`config.mk`:
```
export PLATFORM = sky130hd
export DESIGN_NAME = isq_issue_arbiter
export DESIGN_NICKNAME = d
export VERILOG_FILES = /design/src/rtl/isu_pkg.sv /design/src/rtl/isq_issue_sel.sv /design/src/rtl/isq_issue_arbiter.sv
export SDC_FILE = /design/constraint.sdc
export NUM_CORES = 1
export LEC_CHECK = 0
export ABC_AREA = 1
export ABC_CLOCK_PERIOD_IN_PS = 2350
export CAP_MARGIN = 20
export CELL_PAD_IN_SITES_DETAIL_PLACEMENT = 0
export CELL_PAD_IN_SITES_GLOBAL_PLACEMENT = 2
export CORE_AREA = 2 2 296 298
export DETAILED_ROUTE_END_ITERATION = 16
export DIE_AREA = 0 0 298 300
export PLACE_DENSITY_LB_ADDON = 0.1
export SETUP_SLACK_MARGIN = 0.4
export SLEW_MARGIN = 10
export SYNTH_ARGS = -nofsm -noshare
export SYNTH_HDL_FRONTEND = slang
export SYNTH_SLANG_ARGS = --single-unit
```
`constraint.sdc`:
```
create_clock -name clock -period 2.35 [get_ports clock]
set_input_delay 0.3525 -clock clock [delete_from_list [all_inputs] [get_ports clock]]
set_output_delay 0.3525 -clock clock [all_outputs]
set_load 0.05 [all_outputs]
```
`src/rtl/isu_pkg.sv`:
```
// Issue-unit shared definitions: ROB id layout, ROB state encoding and
// age-compare helpers used by the issue queues and the issue arbiter.
package isu_pkg;

    localparam int unsigned ROB_SIZE_LOG = 6;
    localparam int unsigned ROBID_LSB    = 241;
    localparam int unsigned ROBID_W      = ROB_SIZE_LOG + 1;

    typedef enum logic [1:0] {
        ROB_STATE_NORMAL    = 2'd0,
        ROB_STATE_WAIT      = 2'd1,
        ROB_STATE_ROLLIBACK = 2'd2,
        ROB_STATE_RSVD      = 2'd3
    } rob_state_e;

    // MSB is the wrap bit, the rest is the ROB index
    typedef logic [ROBID_W-1:0] robid_t;

    // a is older than b (ids in flight are never equal)
    function automatic logic robid_older(input robid_t a, input robid_t b);
        return a[ROB_SIZE_LOG] ^ b[ROB_SIZE_LOG]
             ^ (a[ROB_SIZE_LOG-1:0] < b[ROB_SIZE_LOG-1:0]);
    endfunction

    // e is strictly younger than the flush point f
    function automatic logic robid_younger(input robid_t e, input robid_t f);
        return f[ROB_SIZE_LOG] ^ e[ROB_SIZE_LOG]
             ^ (e[ROB_SIZE_LOG-1:0] > f[ROB_SIZE_LOG-1:0]);
    endfunction

endpackage

```
`src/rtl/isq_issue_sel.sv`:
```
// Combinational 2-way age select between the q0 (ALU) and q1 (MUL/DIV) heads.
// Ports:
//   en_i               selection permitted this cycle
//   q0_valid_i/data_i  q0 head
//   q1_valid_i/data_i  q1 head
//   q0_gnt_o/q1_gnt_o  one-hot-or-zero grant
//   data_o             payload of the picked head
//   src_o              0 = q0, 1 = q1
module isq_issue_sel
    import isu_pkg::*;
#(
    parameter int unsigned DATA_W = 248,
    parameter int unsigned ID_LSB = ROBID_LSB
) (
    input  logic              en_i,
    input  logic              q0_valid_i,
    input  logic [DATA_W-1:0] q0_data_i,
    input  logic              q1_valid_i,
    input  logic [DATA_W-1:0] q1_data_i,
    output logic              q0_gnt_o,
    output logic              q1_gnt_o,
    output logic [DATA_W-1:0] data_o,
    output logic              src_o
);

    robid_t id0;
    robid_t id1;
    logic   pick1;

    assign id0 = q0_data_i[ID_LSB +: ROBID_W];
    assign id1 = q1_data_i[ID_LSB +: ROBID_W];

    // q1 wins when it is alone or strictly older than q0
    assign pick1    = q1_valid_i && (!q0_valid_i || robid_older(id1, id0));
    assign q1_gnt_o = en_i && pick1;
    assign q0_gnt_o = en_i && q0_valid_i && !pick1;
    assign data_o   = pick1 ? q1_data_i : q0_data_i;
    assign src_o    = pick1;

endmodule

```
`src/rtl/isq_issue_arbiter.sv`:
```
// Shares one execute/issue port between the ALU queue (q0) and the MUL/DIV
// queue (q1). Picks the older ready head, registers it in a one-entry output
// stage, holds off selection while the unpipelined MUL/DIV unit is occupied,
// and kills a held instruction younger than the flush point on rollback.
// Ports:
//   clock, reset_n               clock, synchronous active-low reset
//   q0_deq_*/q1_deq_*            queue heads and dequeue acknowledges
//   iss_valid/iss_data/iss_src   registered output stage
//   iss_ready                    execute stage accepts iss_data
//   rob_state, flush_*           rollback flush request
//   port_busy                    MUL/DIV occupancy window active
module isq_issue_arbiter
    import isu_pkg::*;
#(
    parameter int unsigned DATA_W       = 248,
    parameter int unsigned ROBID_LSB    = isu_pkg::ROBID_LSB,
    parameter int unsigned ROB_SIZE_LOG = isu_pkg::ROB_SIZE_LOG,
    parameter int unsigned MULDIV_LAT   = 4
) (
    input  logic                    clock,
    input  logic                    reset_n,
    input  logic                    q0_deq_valid,
    input  logic [DATA_W-1:0]       q0_deq_data,
    output logic                    q0_deq_ready,
    input  logic                    q1_deq_valid,
    input  logic [DATA_W-1:0]       q1_deq_data,
    output logic                    q1_deq_ready,
    output logic                    iss_valid,
    output logic [DATA_W-1:0]       iss_data,
    output logic                    iss_src,
    input  logic                    iss_ready,
    input  logic [1:0]              rob_state,
    input  logic                    flush_valid,
    input  logic [ROB_SIZE_LOG:0]   flush_robid,
    output logic                    port_busy
);

    localparam int unsigned CNT_W = (MULDIV_LAT > 1) ? $clog2(MULDIV_LAT) : 1;
    localparam logic [CNT_W-1:0] BUSY_RELOAD = CNT_W'(MULDIV_LAT - 1);

    logic              iss_valid_q, iss_valid_d;
    logic [DATA_W-1:0] iss_data_q,  iss_data_d;
    logic              iss_src_q,   iss_src_d;
    logic [CNT_W-1:0]  busy_cnt_q,  busy_cnt_d;

    logic              kill;
    logic              can_load;
    logic              drain;
    logic              gnt0, gnt1;
    logic [DATA_W-1:0] sel_data;
    logic              sel_src;
    robid_t            held_id;

    assign kill     = flush_valid && (rob_state == ROB_STATE_ROLLIBACK);
    assign drain    = iss_valid_q && iss_ready;
    // reset_n gates selection so queues never see a handshake during reset
    assign can_load = reset_n && !kill && (busy_cnt_q == '0)
                   && (!iss_valid_q || iss_ready);
    assign held_id  = iss_data_q[ROBID_LSB +: ROBID_W];

    isq_issue_sel #(
        .DATA_W (DATA_W),
        .ID_LSB (ROBID_LSB)
    ) u_sel (
        .en_i       (can_load),
        .q0_valid_i (q0_deq_valid),
        .q0_data_i  (q0_deq_data),
        .q1_valid_i (q1_deq_valid),
        .q1_data_i  (q1_deq_data),
        .q0_gnt_o   (gnt0),
        .q1_gnt_o   (gnt1),
        .data_o     (sel_data),
        .src_o      (sel_src)
    );

    assign q0_deq_ready = gnt0;
    assign q1_deq_ready = gnt1;

    always_comb begin
        iss_valid_d = iss_valid_q;
        iss_data_d  = iss_data_q;
        iss_src_d   = iss_src_q;
        busy_cnt_d  = busy_cnt_q;

        if (gnt0 || gnt1) begin
            iss_valid_d = 1'b1;
            iss_data_d  = sel_data;
            iss_src_d   = sel_src;
        end else if (drain) begin
            iss_valid_d = 1'b0;
        end else if (kill && iss_valid_q && robid_younger(held_id, flush_robid)) begin
            iss_valid_d = 1'b0;
        end

        // a draining MUL/DIV op restarts the window even under a flush
        if (drain && iss_src_q) begin
            busy_cnt_d = BUSY_RELOAD;
        end else if (busy_cnt_q != '0) begin
            busy_cnt_d = busy_cnt_q - 1'b1;
        end
    end

    always_ff @(posedge clock) begin
        if (!reset_n) begin
            iss_valid_q <= 1'b0;
            iss_data_q  <= '0;
            iss_src_q   <= 1'b0;
            busy_cnt_q  <= '0;
        end else begin
            iss_valid_q <= iss_valid_d;
            iss_data_q  <= iss_data_d;
            iss_src_q   <= iss_src_d;
            busy_cnt_q  <= busy_cnt_d;
        end
    end

    assign iss_valid = iss_valid_q;
    assign iss_data  = iss_data_q;
    assign iss_src   = iss_src_q;
    assign port_busy = (busy_cnt_q != '0);

endmodule

```
==> results.cfg, run 1 <==
[flow_run]
drv_cap = 0

[route]
routedWlPerCell_um = 19.9
drt-pass1-iter-count = 5
drc = 0
avgViaCountPerCell = 4.13
routed_wl_um = 89900
wl_met2_um = 47100
ant_nets = 0
top_layer = met5
wl_met3_um = 4970
vias = 18600
met1_length_um = 35400
drt-initial-drc-count = 730

[cells_and_area]
area_delta_synth_final_pct = 102
final_cell_count_no_fill = 4507
nets = 3840
layout-drive-gt1-share = 0.165

[worst_setup_path]
start_kind = input pin
slowest_delay_ns = 0.41
cp_slowest_cell = clkdlybuf4s50_1
path_max_fanout = 2
cpMostUsedCell = buf_6
cp-end-kind = output pin
cp.arrival_ns = 2.02
cp.required_ns = 2.00
worstPathCellList = clkdlybuf4s50_1 > nand2_2 > nor2_2 > buf_4 > nor4_4 > buf_6 > buf_6 > nand3_4 > buf_16 > clkinv_8 > buf_12
r2r_cells = 17
path_class = in -> out

[clocking]
clkSinkCount = 252
clk_path_buf_depth = 3
cts_buffers = 39
clkTransAtPathRegs_ns = 0.05
hold_buffers = 0
cts-htree-levels = 2
clk_latency_ns = 0.55
cts_tree = built
cts-root-buf = clkbuf_16

[sta]
period_needed_ns = 2.37
rsz0062_at_grt = yes
hold_viol = 0
worst_pin_slew_ns = 0.855
min_period_over_period = 1.01
relSlewSlack = 0.430
fmax_mhz = 422
setup_viol = 2
maxSlewViolCount = 0
skew_ns = 0.0128
setup_slack_ns = -0.0182
hold_ws_ns = 0.125

[status]
status = finished with violations
violations = setup timing

[yosys]
syn_inst = 2517
synth_nets = 3040
ys.flop_type = dfxtp_1
synthArstFlopShare = 0
synth-seq-cells = 252
yosysWarnings = 0
syn_area_per_cell_um2 = 5.75
synth-edff-count = 0
syn_area_um2 = 14500
yosysUniqueCellTypes = 21
yosysSeqAreaShare = 0.349

[grt]
antenna_found_initial = 17
grt_remaining_overflow = 0
grt_max_degree = 130
grt_pass1_wl_um = 126000
track_usage = 0.190
grt_pass1_vias = 18600

[floorplan]
die_y_um = 300
rows = 108
start_util = 0.168
die-area_um2 = 89400
dieWidth_um = 298
io_pins = 764
coreArea_um2 = 86200

[place]
numPortBuffers = 763
dpl.cell_count = 4348
gp_congestion = 0.825
hpwl_um = 63000

[power]
ir_worst_vdd_mv = 0.431
power_leakage_nw = 14.8
power_density_nw_per_um2 = 929

[worst_hold_path]
hold_class = in -> reg
holdPathStages = 3
## cell type report
type                            count  area, um^2
Fill cell                        9322       57000
Timing Repair Buffer              945       11100
Multi-Input combinational cell   1800        9210
Sequential cell                   252        5050
Tap cell                         1155        1450
Clock buffer                       57        1190
Inverter                          274        1060
Timing Repair inverter              5         110
Clock inverter                     11        68.8
Antenna cell                        8        20.0
## worst max-delay path: cells and delay by family
kind	cells	cell delay, ns
buf+inv	7	1.14
simple gates	4	0.51
## timing repair
item                       CTS  global route
setup buffers               32             7
setup endpoints to repair  501           494
pin swaps                   52            38
gates cloned                32            12
gates resized for setup    234           458
## cell families after synthesis
logic type      after synthesis  share of synthesized area
xor+xnor                      3                    0.00182
fa+ha+maj                    12                     0.0104
compound gates                9                    0.00354
flops                       252                      0.349
simple gates               1776                      0.507
buf+inv                     465                      0.129
## per-stage QoR
stage	cell area, um^2	setup slack [ns]	total power, W	TNS (ns)	util
6_report	29200	-0.0182	0.0272	-0.0263	0.339
3_5_place_dp	24100	-0.544	0.0189	-112.37	0.280
2_1_floorplan	14700	0.102	0.0137	0	-
3_3_place_gp	24100	-0.546	0.0189	-108.21	0.280
5_1_grt	29200	-0.113	0.0288	-9.40	0.339
4_1_cts	27300	-0.0511	0.0266	-0.119	0.316
## cells in the mapped netlist (5+ instances only)
| master | number | area, um^2 |
|---|---|---|
| inv_1 | 272 | 1020 |
| nand2_1 | 768 | 2880 |
| a21oi_1 | 5 | 25.0 |
| buf_2 | 92 | 460 |
| buf_1 | 10 | 37.5 |
| nor2_1 | 501 | 1880 |
| ha_1 | 12 | 150 |
| nand3_1 | 502 | 2510 |
| clkbuf_1 | 87 | 327 |
| dfxtp_1 | 252 | 5040 |
## placed cells by master, fill, tap and decap left out, drive strengths merged, types with 5 or more instances in the layout
cell type / count
inv: 278
dlygate4sd2: 15
clkdlybuf4s15: 11
nor2: 501
clkinv: 10
clkdlybuf4s50: 629
buf: 170
bufbuf: 5
nand3: 504
ha: 12
dfxtp: 252
clkbuf: 70
diode: 8
dlymetal6s2s: 102
nand2: 769
a21oi: 6
## registers in the layout, indices dropped and copies added (netlist names)
register / count
iss_valid: 1
iss_src: 1
busy_cnt_q: 2
iss_data: 248
## per-layer routing
metal | GRT usage | vias up
li1 | - | 9330
met1 | 0.216 | 8636
met2 | 0.351 | 503
met3 | 0.0462 | 110
met4 | 0.0531 | 14
met5 | 0 | -
## final timing paths
path / from / endpoint / slack, ns
worst max register to register: busy_cnt_q[0]$_SDFFE_PN0P_ / iss_data[216]$_SDFFE_PN0P_ / 0.01
worst max-delay path: flush_valid / q1_deq_ready / -0.02
worst min-delay path: reset_n / busy_cnt_q[1]$_SDFFE_PN0P_ / 0.12
worst min register to register: iss_src$_SDFFE_PN0P_ / iss_src$_SDFFE_PN0P_ / 0.51
## power breakdown
group / internal, W / total [W] / switching, W
registers: 0.00537 / 0.00596 / 0.000591
clock network: 0.00349 / 0.00578 / 0.00228
logic: 0.00605 / 0.0154 / 0.00937
total: 0.0149 / 0.0272 / 0.0122
(Power assumes the default switching activity.)
==> run 2: changes to the inputs <==
- GPL_TIMING_DRIVEN: not set -> 0
- HOLD_SLACK_MARGIN: not set -> 0.15
==> run 2 against run 1 <==
Effect of this change:
- the run still ends with setup timing left
- combinational power about the same
- sequential power about the same
- count of clock-buffer cells in the layout unchanged
- routed wire length up 1.4%
- maximum frequency down 8.0%
- sequential cell count unchanged
- global-route usage up 0.26 points
- sequential share of layout area down 0.33 points
- via count up 1.6%
- power up 0.81%
- critical path depth down 2
- critical path type is now reg -> out
- critical endpoint is now q0_deq_ready
- largest cell class unchanged
- largest power group unchanged
==> results.cfg, run 2 (same netlist as run 1, synthesis figures left out) <==
[status]
status = finished with violations
violations = setup timing

[grt]
grt_max_degree = 12
antenna_found_initial = 25
track_usage = 0.193
grt_pass1_vias = 19000
grt_remaining_overflow = 0
grt_pass1_wl_um = 128000

[power]
pwr-share-seq = 0.218
combPwrFrac = 0.569
total_power_w = 0.0274
power_density_nw_per_um2 = 919
clkPwrFrac = 0.214
intPower_w = 0.0151
p_sw_w = 0.0123
switching_share = 0.449
ir_worst_vdd_mv = 0.462
power_leakage_nw = 15.9

[cells_and_area]
final-seq-area_um2 = 5050
nets = 3925
nFillCells = 9410
mostFrequentLayoutCell = nand2_1
multi_input_area_um2 = 9670
layout-drive-gt1-share = 0.184
most-common-layout-cells = nand2_1 (746), clkdlybuf4s50_1 (610), nand3_1 (391)
area_delta_synth_final_pct = 106
largest_reg_flops = 248
postLayoutCellArea_um2 = 29800

[floorplan]
die-area_um2 = 89400
dieWidth_um = 298
start_util = 0.168
rows = 108
coreArea_um2 = 86200
io_pins = 764
die_y_um = 300

[worst_setup_path]
slowest_delay_ns = 0.34
path_max_fanout = 2
cp-end-kind = output pin
cp.required_ns = 2.00
worstPathCellList = inv_2 > ha_4 > clkinvlp_4 > nor4_4 > nand2_4 > clkbuf_16 > buf_12 > a21oi_4 > buf_8
rrSetupSlack_ns = -0.13
cp.arrival_ns = 2.22
cp_slowest_cell = nor4_4
cp_top_family = buffers and inverters
path_class = reg -> out
path_buf_inv = 5
start_kind = flip-flop

[sta]
hold_ws_ns = 0.221
min_period_over_period = 1.10
hold_viol = 0
worst_pin_slew_ns = 0.856
setup_viol = 150
skew_ns = 0.0167
period_needed_ns = 2.57
setup_slack_ns = -0.225
tns_ns = -5.22
rsz0062_at_grt = yes
fmax_mhz = 388
maxSlewViolCount = 0
relSlewSlack = 0.429

[clocking]
cts-htree-levels = 2
cts_buffers = 38
clk_latency_ns = 0.55
clk_path_buf_depth = 3
clkTransAtPathRegs_ns = 0.06
cts_tree = built
hold_buffers = 0
clkSinkCount = 252
cts-root-buf = clkbuf_16

[route]
drt-pass1-iter-count = 5
drt-initial-drc-count = 819
routed_wl_um = 91100
ant_nets = 0
routedWlPerCell_um = 19.9
avgViaCountPerCell = 4.12
drc = 0
vias = 18900

[place]
numPortBuffers = 761
gp_congestion = 0.863
hpwl_um = 69700
placed_cell_area_um2 = 23800

[flow_run]
drv_cap = 0

[worst_hold_path]
hold_class = in -> reg
[run 2: timing repair]
action	4_1_cts	5_1_grt
buffers inserted	33	4
setup endpoints to repair	503	502
pin swaps	67	130
cloned	29	16
resized for setup	487	465
[run 2: final timing paths]
| kind | endpoint | depth (start not counted) | from |
|---|---|---|---|
| setup / recovery | q0_deq_ready | 9 | busy_cnt_q[0]$_SDFFE_PN0P_ |
| hold / removal | busy_cnt_q[0]$_SDFFE_PN0P_ | 3 | reset_n |
| setup reg to reg | iss_data[113]$_SDFFE_PN0P_ | 16 | busy_cnt_q[0]$_SDFFE_PN0P_ |
| hold reg to reg | iss_src$_SDFFE_PN0P_ | 2 | iss_src$_SDFFE_PN0P_ |
[run 2: through the flow]
stage	setup slack (ns)	instances	utilization
floorplan	0.102	2517	-
global placement	-1.57	4433	0.275
detailed placement	-1.55	4435	0.276
CTS	-0.286	4561	0.321
global route	-0.329	4585	0.345
finish	-0.225	4588	0.345
[run 2: worst min-delay path: cells and delay by family]
family / cells / cell delay [ns]
buffers and inverters: 2 / 0.32
AOI/OAI and AO/OA: 1 / 0.05
[run 2: final cells by class]
| type | count | area share |
|---|---|---|
| clock buffers | 57 | 0.0385 |
| plain buffers | 191 | 0.0572 |
| multi-input cells | 1800 | 0.325 |
| clock inverters | 7 | 0.00286 |
| repair buffers | 845 | 0.323 |
| flip-flops and latches | 252 | 0.169 |
| inverters | 274 | 0.0355 |
| diodes | 7 | 0.000588 |
| well taps | 1155 | 0.0485 |
[run 2: layer usage]
layer,GRT usage,part of all wire,up-vias
met5,0,0.0015,-
met4,0.0415,0.019,22
met3,0.0564,0.065,103
met2,0.355,0.51,492
met1,0.219,0.40,8756
li1,-,-,9514
[run 2: power groups by stage]
stage	combinational [W]	sequential, W	clock, W
2_1_floorplan	0.00404	0.00969	0
3_3_place_gp	0.0126	0.00604	0
3_5_place_dp	0.0127	0.00608	0
4_1_cts	0.0147	0.00600	0.00605
5_1_grt	0.0166	0.00610	0.00620
6_report	0.0156	0.00596	0.00585
==> run 3: changes to the inputs <==
- ABC_AREA: 1 -> not set
- CORE_AREA: 2 2 296 298 -> 2 2 293 295
- DIE_AREA: 0 0 298 300 -> 0 0 295 297
==> run 3 against run 2 <==
Effect of this change:
- the run now ends clean
- routed wire length down 20%
- register-to-register slack improved by 0.50 ns
- global-route usage down 4.0 points
- critical path type is now in -> out
- largest cell class unchanged
- largest power group unchanged
==> results.cfg, run 3 <==
[floorplan]
start_util = 0.133
io_pins = 764
die_y_um = 297
die-area_um2 = 87600
dieWidth_um = 295
coreArea_um2 = 84500
rows = 107

[yosys]
yosysUniqueCellTypes = 29
syn_area_per_cell_um2 = 9.55
yosysWarnings = 0
ys.flop_type = dfxtp_1
yosysSeqAreaShare = 0.451
synthTopCellsByArea = dfxtp_1 (45%), mux2i_1 (22%), nand3_1 (11%), o21ai_1 (8.9%), buf_8 (2.9%)
synth-seq-cells = 252
synth_nets = 1696
yosysTopAreaCell = dfxtp_1
syn_inst = 1173
synth_common_cells = dfxtp_1 (252), nand3_1 (251), mux2i_1 (249), o21ai_1 (199), o21ai_0 (50)
syn_area_um2 = 11200
synth_most_common_cell = dfxtp_1
synth-edff-count = 0
yosys.area.top_type_share = 0.451
synthArstFlopShare = 0

[cells_and_area]
post-route-util = 0.294
final-seq-area_um2 = 5050
nets = 2587
multi_input_area_um2 = 6970
nFillCells = 8868
layout-drive-gt1-share = 0.231
postLayoutCellArea_um2 = 24900
mostFrequentLayoutCell = clkdlybuf4s50_1
most-common-layout-cells = clkdlybuf4s50_1 (493), dfxtp_1 (249), dlygate4sd2_1 (243)
area_delta_synth_final_pct = 122
largest_reg_flops = 248

[worst_hold_path]
hold_class = in -> reg

[flow_run]
drv_cap = 0

[worst_setup_path]
cp.required_ns = 2.00
cp.arrival_ns = 1.91
path_max_fanout = 3
cp-end-kind = output pin
path_class = in -> out
start_kind = input pin

[place]
gp_congestion = 0.794
placed_cell_area_um2 = 20400
place_ws_ns = -1.58
numPortBuffers = 762
hpwl_um = 57200

[grt]
grt_remaining_overflow = 0
grt_pass1_vias = 12800
track_usage = 0.153
grt_max_degree = 11
antenna_found_initial = 9
grt_pass1_wl_um = 95800

[power]
power_leakage_nw = 10.4
power_density_nw_per_um2 = 1000
ir_worst_vdd_mv = 0.348

[sta]
fmax_mhz = 442
worst_pin_slew_ns = 0.821
skew_ns = 0.0237
min_period_over_period = 0.962
tns_ns = 0
hold_ws_ns = 0.243
rsz0062_at_grt = yes
hold_viol = 0
setup_viol = 0
relSlewSlack = 0.453
setup_slack_ns = 0.0882
period_needed_ns = 2.26
maxSlewViolCount = 0

[clocking]
cts-htree-levels = 2
cts_buffers = 37
clk_latency_ns = 0.55
clk_path_buf_depth = 3
clkTransAtPathRegs_ns = 0.05
clkSinkCount = 252
cts-root-buf = clkbuf_16
cts_tree = built

[route]
routedWlPerCell_um = 22.6
routed_wl_um = 73200
drt-pass1-iter-count = 4
avgViaCountPerCell = 3.87
ant_nets = 0
drc = 0
vias = 12500
drt-initial-drc-count = 326

[status]
status = complete, no violations
-- run 3: changes by cell type in the layout (fill, tap and decap cells not counted), sizes merged, moves of 136 or more --
cell and delta:
nor2 -499, inv -256, o21ai +248, dlygate4sd2 +233, mux2i +249, nand3 -253
nand2 -766, dlymetal6s2s -136
-- run 3: stage by stage --
stage | std cells | total power [W]
floorplan | 1173 | 0.0128
global placement | 3079 | 0.0177
detailed placement | 3080 | 0.0178
CTS | 3171 | 0.0233
global route | 3238 | 0.0262
finish | 3240 | 0.0249
-- run 3: logic make-up after synthesis --
kind of cell,share of synthesized area
AO/OA/AOI/OAI,0.122
AND/OR/NAND/NOR,0.118
flip-flops,0.451
multiplexers,0.224
buffers and inverters,0.0691
adder cells (fa/ha/maj),0.0134
XOR/XNOR,0.00313
-- run 3: critical path: stages --
cell	delay (ns)
buf_6	0.10
ha_4	0.27
nand4_1	0.10
o221ai_2	0.19
mux2i_1	0.24
buf_6	0.14
buf_16	0.10
buf_12	0.09
and3_4	0.17
buf_12	0.13
-- run 3: worst paths after layout --
path                                                    to                        from  cells past startpoint  slack (ns)
worst max register to register   iss_data[69]$_SDFFE_PN0P_  busy_cnt_q[1]$_SDFFE_PN0P_                     12        0.37
worst min-delay path            iss_data[241]$_SDFFE_PN0P_            q1_deq_data[241]                      3        0.24
worst min register to register   iss_data[77]$_SDFFE_PN0P_   iss_data[77]$_SDFFE_PN0P_                      2        0.46
worst max-delay path                          q0_deq_ready            q1_deq_data[246]                     10        0.09
-- run 3: power by group --
group          total [W]  leakage, nW  internal, W  switching [W]
clock network    0.00574        0.599      0.00354        0.00220
logic             0.0130         7.74      0.00487        0.00814
registers        0.00619         2.08      0.00550       0.000699
total             0.0249         10.4       0.0139         0.0110
-- run 3: metal layers --
layer,global-route usage,wire (um)
met4,0.0389,1420
met1,0.159,27500
met3,0.0520,5680
met5,0,30
met2,0.289,38600
-- run 3: area by class of cell --
class | count | area share
clock inverter | 4 | 0.00297
antenna | 5 | 0.000503
multi-input combinational | 796 | 0.280
sequential | 252 | 0.203
buffer | 110 | 0.0519
timing repair buffer | 852 | 0.354
tap | 1144 | 0.0576
inverter | 15 | 0.00287
clock buffer | 62 | 0.0464
-- run 3: timing repair --
item | CTS | global route
hold buffers | 10 | 0
endpoints found under the setup margin | 502 | 248
pin swaps | 7 | 67
gates cloned | 0 | 35
hold endpoints to repair | 5 | 0
setup buffers | 15 | 29
gates resized for setup | 454 | 450
